$ cat src/rtl/pc_next_unit.sv
// Registered, stall-aware next-PC unit: PC+4, branch, J-type and JR targets.
// Optional misaligned-JR trap enabled by defining PC_MISALIGN_TRAP_EN.
module pc_next_unit #(
    parameter int unsigned ADDR_W     = 32,
    parameter logic [31:0] RESET_PC   = 32'h0000_0000,
    parameter logic [31:0] EXC_VECTOR = 32'h0000_0180
) (
    input  logic              clk,
    input  logic              rst_n,
    input  logic              fetch_ready,
    input  logic              halt,
    input  logic              br_taken,
    input  logic [15:0]       br_offset,
    input  logic              jmp,
    input  logic [25:0]       jmp_index,
    input  logic              jr,
    input  logic [ADDR_W-1:0] jr_target,
    output logic [ADDR_W-1:0] pc,
    output logic              pc_valid,
    output logic [ADDR_W-1:0] pc_plus4,
`ifdef PC_MISALIGN_TRAP_EN
    output logic              misalign_trap,
    output logic [ADDR_W-1:0] bad_pc,
`endif
    output logic              redirect_taken
);

    typedef enum logic [1:0] {
        ST_BOOT,
        ST_RUN,
        ST_HALTED
    } state_e;

    localparam logic [ADDR_W-1:0] RESET_PC_W = ADDR_W'(RESET_PC);

    state_e            state_q;
    logic [ADDR_W-1:0] pc_q;
    logic              pc_valid_q;
    logic              redirect_q;

    logic [ADDR_W-1:0] pc_plus4_c;
    logic [ADDR_W-1:0] br_disp_c;
    logic [ADDR_W-1:0] br_target_c;
    logic [3:0]        p4_top_c;
    logic [ADDR_W-1:0] jmp_target_c;
    logic [ADDR_W-1:0] jr_target_c;
    logic [ADDR_W-1:0] redir_target_c;
    logic              redirect_c;
    logic              advance_c;
    logic              issuing_c;

    // Target arithmetic, all modulo 2^ADDR_W.
    assign pc_plus4_c   = pc_q + ADDR_W'(4);
    assign br_disp_c    = ADDR_W'({{14{br_offset[15]}}, br_offset, 2'b00});
    assign br_target_c  = pc_plus4_c + br_disp_c;
    assign p4_top_c     = 4'(32'(pc_plus4_c) >> 28);
    assign jmp_target_c = ADDR_W'({p4_top_c, jmp_index, 2'b00});

`ifdef PC_MISALIGN_TRAP_EN
    localparam logic [ADDR_W-1:0] EXC_VECTOR_W = ADDR_W'(EXC_VECTOR);

    logic              misalign_c;
    logic              trap_q;
    logic [ADDR_W-1:0] bad_pc_q;

    assign misalign_c  = |jr_target[1:0];
    assign jr_target_c = misalign_c ? EXC_VECTOR_W : {jr_target[ADDR_W-1:2], 2'b00};
`else
    logic unused_cfg;

    assign jr_target_c = {jr_target[ADDR_W-1:2], 2'b00};
    assign unused_cfg  = ^{jr_target[1:0], EXC_VECTOR};
`endif

    // Halt wins over redirects and advance on the edge it is sampled in RUN.
    always_comb begin
        issuing_c      = 1'b0;
        redirect_c     = 1'b0;
        advance_c      = 1'b0;
        redir_target_c = br_target_c;
        if (state_q == ST_RUN && !halt) begin
            issuing_c = 1'b1;
        end
        if (issuing_c) begin
            redirect_c = jr | jmp | br_taken;
            advance_c  = fetch_ready & ~(jr | jmp | br_taken);
        end
        if (jr) begin
            redir_target_c = jr_target_c;
        end else if (jmp) begin
            redir_target_c = jmp_target_c;
        end
    end

    // Control state, PC register and registered status outputs.
    always_ff @(posedge clk or negedge rst_n) begin
        if (!rst_n) begin
            state_q    <= ST_BOOT;
            pc_q       <= RESET_PC_W;
            pc_valid_q <= 1'b0;
            redirect_q <= 1'b0;
`ifdef PC_MISALIGN_TRAP_EN
            trap_q     <= 1'b0;
            bad_pc_q   <= '0;
`endif
        end else begin
            case (state_q)
                ST_BOOT: begin
                    state_q    <= ST_RUN;
                    pc_valid_q <= 1'b1;
                end
                ST_RUN: begin
                    if (halt) begin
                        state_q    <= ST_HALTED;
                        pc_valid_q <= 1'b0;
                    end else begin
                        pc_valid_q <= 1'b1;
                    end
                end
                ST_HALTED: begin
                    if (!halt) begin
                        state_q    <= ST_RUN;
                        pc_valid_q <= 1'b1;
                    end
                end
                default: begin
                    state_q    <= ST_BOOT;
                    pc_valid_q <= 1'b0;
                end
            endcase

            if (redirect_c) begin
                pc_q <= redir_target_c;
            end else if (advance_c) begin
                pc_q <= pc_plus4_c;
            end
            redirect_q <= redirect_c;
`ifdef PC_MISALIGN_TRAP_EN
            trap_q <= redirect_c & jr & misalign_c;
            if (redirect_c && jr && misalign_c) begin
                bad_pc_q <= jr_target;
            end
`endif
        end
    end

    assign pc             = pc_q;
    assign pc_valid       = pc_valid_q;
    assign pc_plus4       = pc_plus4_c;
    assign redirect_taken = redirect_q;
`ifdef PC_MISALIGN_TRAP_EN
    assign misalign_trap  = trap_q;
    assign bad_pc         = bad_pc_q;
`endif

endmodule

$ cat config.mk
export PLATFORM = sky130hd
export DESIGN_NAME = pc_next_unit
export DESIGN_NICKNAME = d
export VERILOG_FILES = /design/src/rtl/pc_next_unit.sv
export SDC_FILE = /design/constraint.sdc
export NUM_CORES = 1
export LEC_CHECK = 0
export BUFFER_PORTS_ARGS = -buffer_cell sky130_fd_sc_hd__buf_4
export CAP_MARGIN = 20
export CORE_AREA = 2 2 125 127
export DETAILED_ROUTE_END_ITERATION = 12
export DIE_AREA = 0 0 127 129
export GPL_ROUTABILITY_DRIVEN = 1
export PLACE_DENSITY = 0.54
export SKIP_CTS_REPAIR_TIMING = 1
export SYNTH_ARGS = -nofsm -noshare
export SYNTH_HDL_FRONTEND = slang
export SYNTH_SLANG_ARGS = --single-unit
$ cat constraint.sdc
create_clock -name clk -period 4 [get_ports clk]
set_input_delay 1 -clock clk [delete_from_list [all_inputs] [get_ports clk]]
set_output_delay 1 -clock clk [all_outputs]
set_load 0.01 [all_outputs]
## Word level (Yosys, flattened, before mapping)

Index checks and enable logic that the tools add are counted.

- Flip-flop bits (word level): 36
- Input port bits: 81
- Output and inout port bits: 66
- Word-level logic and storage cells: 32

- $add $sub $neg: 2
- Equal/unequal tests: 4
- Mux-type cells: 13
- Bitwise operators: 4
- Reduce and logical (&&, ||, !) cells: 5

Operator list:

| operator | number |
|---|---|
| 32-bit 2-to-1 mux | 4 |
| 32-bit by 3-bit adder with 32-bit output (second input constant) | 1 |
| 32-bit adder | 1 |
| 2-bit case mux with 3 select lines | 1 |
| 1-bit 2-to-1 mux | 5 |
| 2-bit 2-to-1 mux | 2 |
| 2-bit inequality test (second input constant) | 2 |
| 1-bit case mux with 3 select lines | 1 |
| 2-bit by 1-bit == test with 1-bit output (second input constant) | 1 |
| 2-bit == test (second input constant) | 1 |
| 2-bit logical NOT | 1 |
| 1-bit OR | 2 |
| 2-bit AND reduction | 1 |
| 2-bit nonzero test | 1 |
| 1-bit bitwise AND | 1 |
| 1-bit logical AND | 1 |
| 1-bit logical NOT | 1 |
| 1-bit NOT | 1 |

## Depth between registers and ports, before layout

- Word-level depth: 7
- Gate-level depth with buffers: 19
- Gate-level depth less buffers: 17

## Worst setup path before layout

Ideal clock, no wire load.

- Path kind: register -> register
- From: register pc_q[2] (netlist: pc[2])
- To: register pc_q[31] (netlist: pc[31])
- Setup time: 0.120 ns
- Data arrival time: 3.930 ns
- Required time: 3.880 ns
- Setup slack: -0.050 ns
- Stages on the path, launching flop included: 20
- Path buffers: 2
- Clock period less this slack: 4.050 ns
- Cells stage by stage: dfrtp_1 -> ha_1 -> and3_1 -> nand3_1 -> nor2_1 -> nand3_1 -> nor2_1 -> xor2_1 -> ha_1 -> clkbuf_1 -> a21oi_1 -> o2111ai_1 -> nand4_1 -> o2111ai_1 -> or2_2 -> clkbuf_1 -> o31a_1 -> o211ai_1 -> mux2i_1 -> nor2_1

- Word-level cells in the longest chain between the ends: 5
- Elaborated cells between the ends (all ways): 6
- Those cells by class: 2 x add/sub; 4 x mux

RTL lines:

| element | RTL line | RTL |
|---|---|---|
| start, declared | 37 | `logic [ADDR_W-1:0] pc_q;` |
| start signal, assigned | 133 | `pc_q <= redir_target_c;` |
| start signal, assigned | 135 | `pc_q <= pc_plus4_c;` |
| 32-bit by 3-bit adder with 32-bit output | 53 | `assign pc_plus4_c = pc_q + ADDR_W'(4);` |
| via pc_plus4[18] | 20 | `output logic [ADDR_W-1:0] pc_plus4,` |
| 32-bit adder | 55 | `assign br_target_c = pc_plus4_c + br_disp_c;` |
| 32-bit 2-to-1 mux | 90 | `end else if (jmp) begin` |
| 32-bit 2-to-1 mux | 88 | `if (jr) begin` |
| 32-bit 2-to-1 mux | 132 | `if (redirect_c) begin` |

The timed path passes the listed nets, and every way through them passes these cells. The select of a mux whose other input is x is not followed.
A chain may end at the register's enable or synchronous reset.

## Worst setup path in the final report

- From: register pc_q[2] (netlist: pc[2])
- To: register pc_q[31] (netlist: pc[31])

- Word-level cells in the longest chain between the ends: 5
- Elaborated cells between the ends (all ways): 6
- Those cells by class: 2 x add/sub; 4 x mux

RTL lines:

| element | RTL line |
|---|---|
| 32-bit by 3-bit adder with 32-bit output (*) | 53 |
| 32-bit adder | 55 |
| 32-bit 2-to-1 mux | 90 |
| 32-bit 2-to-1 mux | 88 |
| 32-bit 2-to-1 mux (*) | 132 |

Mark *: on every way between the ends. The rest lies on a longest branch, timed or not. The select of a mux whose other input is x is not followed.

==> out/qor.yml <==
outcome:
  status: "complete, no violations"
cts:
  cts_made_buffers: 5
  cts_tree: "built"
  cts_sinks: 34
  htree_levels: 2
  cts-root-buf: "clkbuf_16"
  clk_pin_slew_worst_paths_ns: 0.06
  clockBufferDepth: 2
  clk_latency_ns: 0.29
layout:
  syn_to_final_growth_pct: 42.58
  seq_area_um2: 853.3
  antennaDiodeCount: 0
  drive_above_1_share_pct: 31.87
  nNetsFinal: 892
  fillers: 1528
  multiInputGateArea_um2: 3475
drt:
  via_per_inst: 5.290
  drt_iter0_markers: 223
  wl_per_cell_um: 17.73
  first_pass_iters: 4
  vias: 5094
  ant_nets: 0
  totalWireLength_um: 17070
  drc: 0
global_route:
  grt_pass1_vias: 5155
  grt_start_max_net_pins: 53
  grt_pass1_wl_um: 27070
  grt_overflow_total: 0
  antenna_found_initial: 0
  track_usage_pct: 20.82
sta:
  worst_pin_slew_ns: 0.7192
  period_minus_slack_ns: 3.874
  fin_setup_tns_ns: 0
  drv_slew: 0
  finalCritPeriodShare_pct: 96.84
  clock_skew_ns: 0.009750
  grt_setup_unrepaired: "yes"
  finalHoldViolCount: 0
  fmax_ghz: 0.2582
  slew_headroom_pct: 51.92
  setup_viol: 0
power_and_ir_drop:
  ir_worst_vdd_mv: 0.3276
  power_w: 0.004949
  leakage_nw: 2.901
  p_per_area_nw_per_um2: 779.7
floorplan:
  rows: 45
  dieArea_um2: 16380
  die_w_um: 127
  initial_core_util_pct: 29.72
  io_pins: 147
  die-height_um: 129
  core_um2: 14980
setup_path:
  crit_required_ns: 4.18
  slowest_delay_ns: 0.59
  worstSetupEndpointType: "register"
  rr_endpoint: "pc[31]"
  crit_type: "register to register"
  r2r_setup_slack_ns: 0.13
  worst-r2r-cell-count: 14
  crit_chain: "ha_1 -> and3_1 -> nand3_2 -> or4_4 -> nor2_1 -> xor2_1 -> ha_1 -> a21oi_1 -> o2111ai_1 -> or2_2 -> o31a_1 -> o211ai_1 -> mux2i_1 -> nor2_1"
  crit_arrival_ns: 4.05
  endpoint: "pc[31]"
  slowest_stage: "or4_4"
  reg2reg_from: "pc[2]"
  crit_start: "pc[2]"
  path_max_fanout: 5
  startpoint_type: "register"
yosys:
  synth_cells: 594
  ys.warnings.count: 0
  ys.flop_type: "dfrtp_1"
  synthTopCellsByArea: "dfrtp_1 (19%), ha_1 (10%), xnor2_1 (8.3%), xor2_1 (6.9%), nand2_1 (5.4%)"
  synth-edff-count: 0
  yosysTopAreaCellShare_pct: 19.11
  yosysSeqAreaShare_pct: 19.11
  syn-cell-area_um2: 4452
  ys_seq_elements: 34
  yosysMostFrequentCell: "nand2_1"
  ys_async_sr_fraction_pct: 100.0
  synth_top_cell_by_area: "dfrtp_1"
  synth_area_per_cell_um2: 7.495
  netlist-cell-type-count: 58
  synth_common_cells: "nand2_1 (64), nor2_1 (54), a21oi_1 (45), o21ai_0 (45), xnor2_1 (42)"
flow_run:
  max_cap_violations: 0
worst_hold_path:
  whs_path_depth: 1
  hold_class: "register to register"
place:
  gp_congestion: 0.9366
  placement.io_buffers: 140
  dp_hpwl_um: 13430
==> where the power goes <==
part | internal [W] | switching (W)
clock network | 0.000283 | 0.000172
registers | 0.000513 | 0.000238
logic | 0.00180 | 0.00194
total | 0.00260 | 0.00235
==> critical path: cells and delay by family, from the launching register on <==
family                   cells  cell delay, ns
flip-flops                   1            0.36
adder cells (fa/ha/maj)      2            0.54
AO/OA/AOI/OAI                4            0.80
XOR/XNOR                     1            0.28
AND/OR/NAND/NOR              6            1.56
multiplexers                 1            0.21
==> layout by cell type, fill, tap and decap left out, types with 3 or more instances in the layout <==
master     Yosys  final
a211oi_1       9      9
a21o_1        12     12
a21oi_1       45     43
a31oi_1        8      7
and2_1         3      3
and3_1         4      4
and4_1         4      4
buf_4          4    208
clkbuf_16      0      5
clkbuf_8       0      3
conb_1         1      4
dfrtp_1       34     32
ha_1          36     35
inv_1         14     14
mux2i_1       10     10
nand2_1       64     64
nand2b_1       6      6
nand3_1       17     15
nand3_2        1      3
nand4_1       18     18
nor2_1        54     53
nor2b_1        4      4
nor3_1         5      5
nor4b_1        3      3
o211ai_1      15     15
o21a_1         6      6
o21ai_0       45     43
o21bai_1       4      4
o221ai_1       3      3
o22ai_1        6      6
o311ai_0       3      3
or2_2          6      6
or3_1         10      9
xnor2_1       42     38
xnor2_2        1      5
xor2_1        35     34
==> stage by stage <==
| step | hold slack, ns | utilization, % | setup WS, ns | std cells | area (um^2) |
|---|---|---|---|---|---|
| floorplan | 0.5204 | - | 0.01543 | 597 | 4467 |
| global placement | 0.4895 | 40.69 | 0.03003 | 954 | 6093 |
| detailed placement | 0.5131 | 40.69 | 0.003228 | 954 | 6093 |
| CTS | 0.5253 | 41.80 | -0.01157 | 962 | 6260 |
| global route | 0.5345 | 42.38 | -0.08264 | 963 | 6347 |
| finish | 0.5178 | 42.38 | 0.1263 | 963 | 6347 |
==> metal layers <==
layer / part of all wire, % / track usage [%]
met1: 45 / 27.18
met2: 48 / 36.37
met3: 4.9 / 3.035
met4: 1.8 / 5.107
met5: 0 / 0
==> worst min path at each step <==
stage / to / start
finish: pc_valid / pc_valid
CTS: pc_valid / pc_valid
floorplan: pc_valid / pc_valid
global route: pc_valid / pc_valid
global placement: pc_valid / pc_valid
detailed placement: pc_valid / pc_valid
==> cells by family after synthesis <==
| group | synth area share, % |
|---|---|
| xor gates and xnor gates | 15.51 |
| DFF | 19.11 |
| muxes | 2.249 |
| adders and majority gates | 10.57 |
| other | 0.08424 |
| AOI/OAI and AO/OA | 24.14 |
| buffers and inverters | 4.918 |
| and+or+nand+nor | 23.41 |
==> sequential cells by signal (all words and copies together) (netlist names) <==
signal,count
pc,30
state_q,2
pc_valid,1
redirect_taken,1
==> layout make-up <==
type,count,area share [%]
clock buffer,8,2.622
inverter,15,0.8870
multi-input combinational,510,54.74
sequential,34,13.44
tap,188,3.706
timing repair buffer,208,24.60
(Power assumes the default switching activity.)
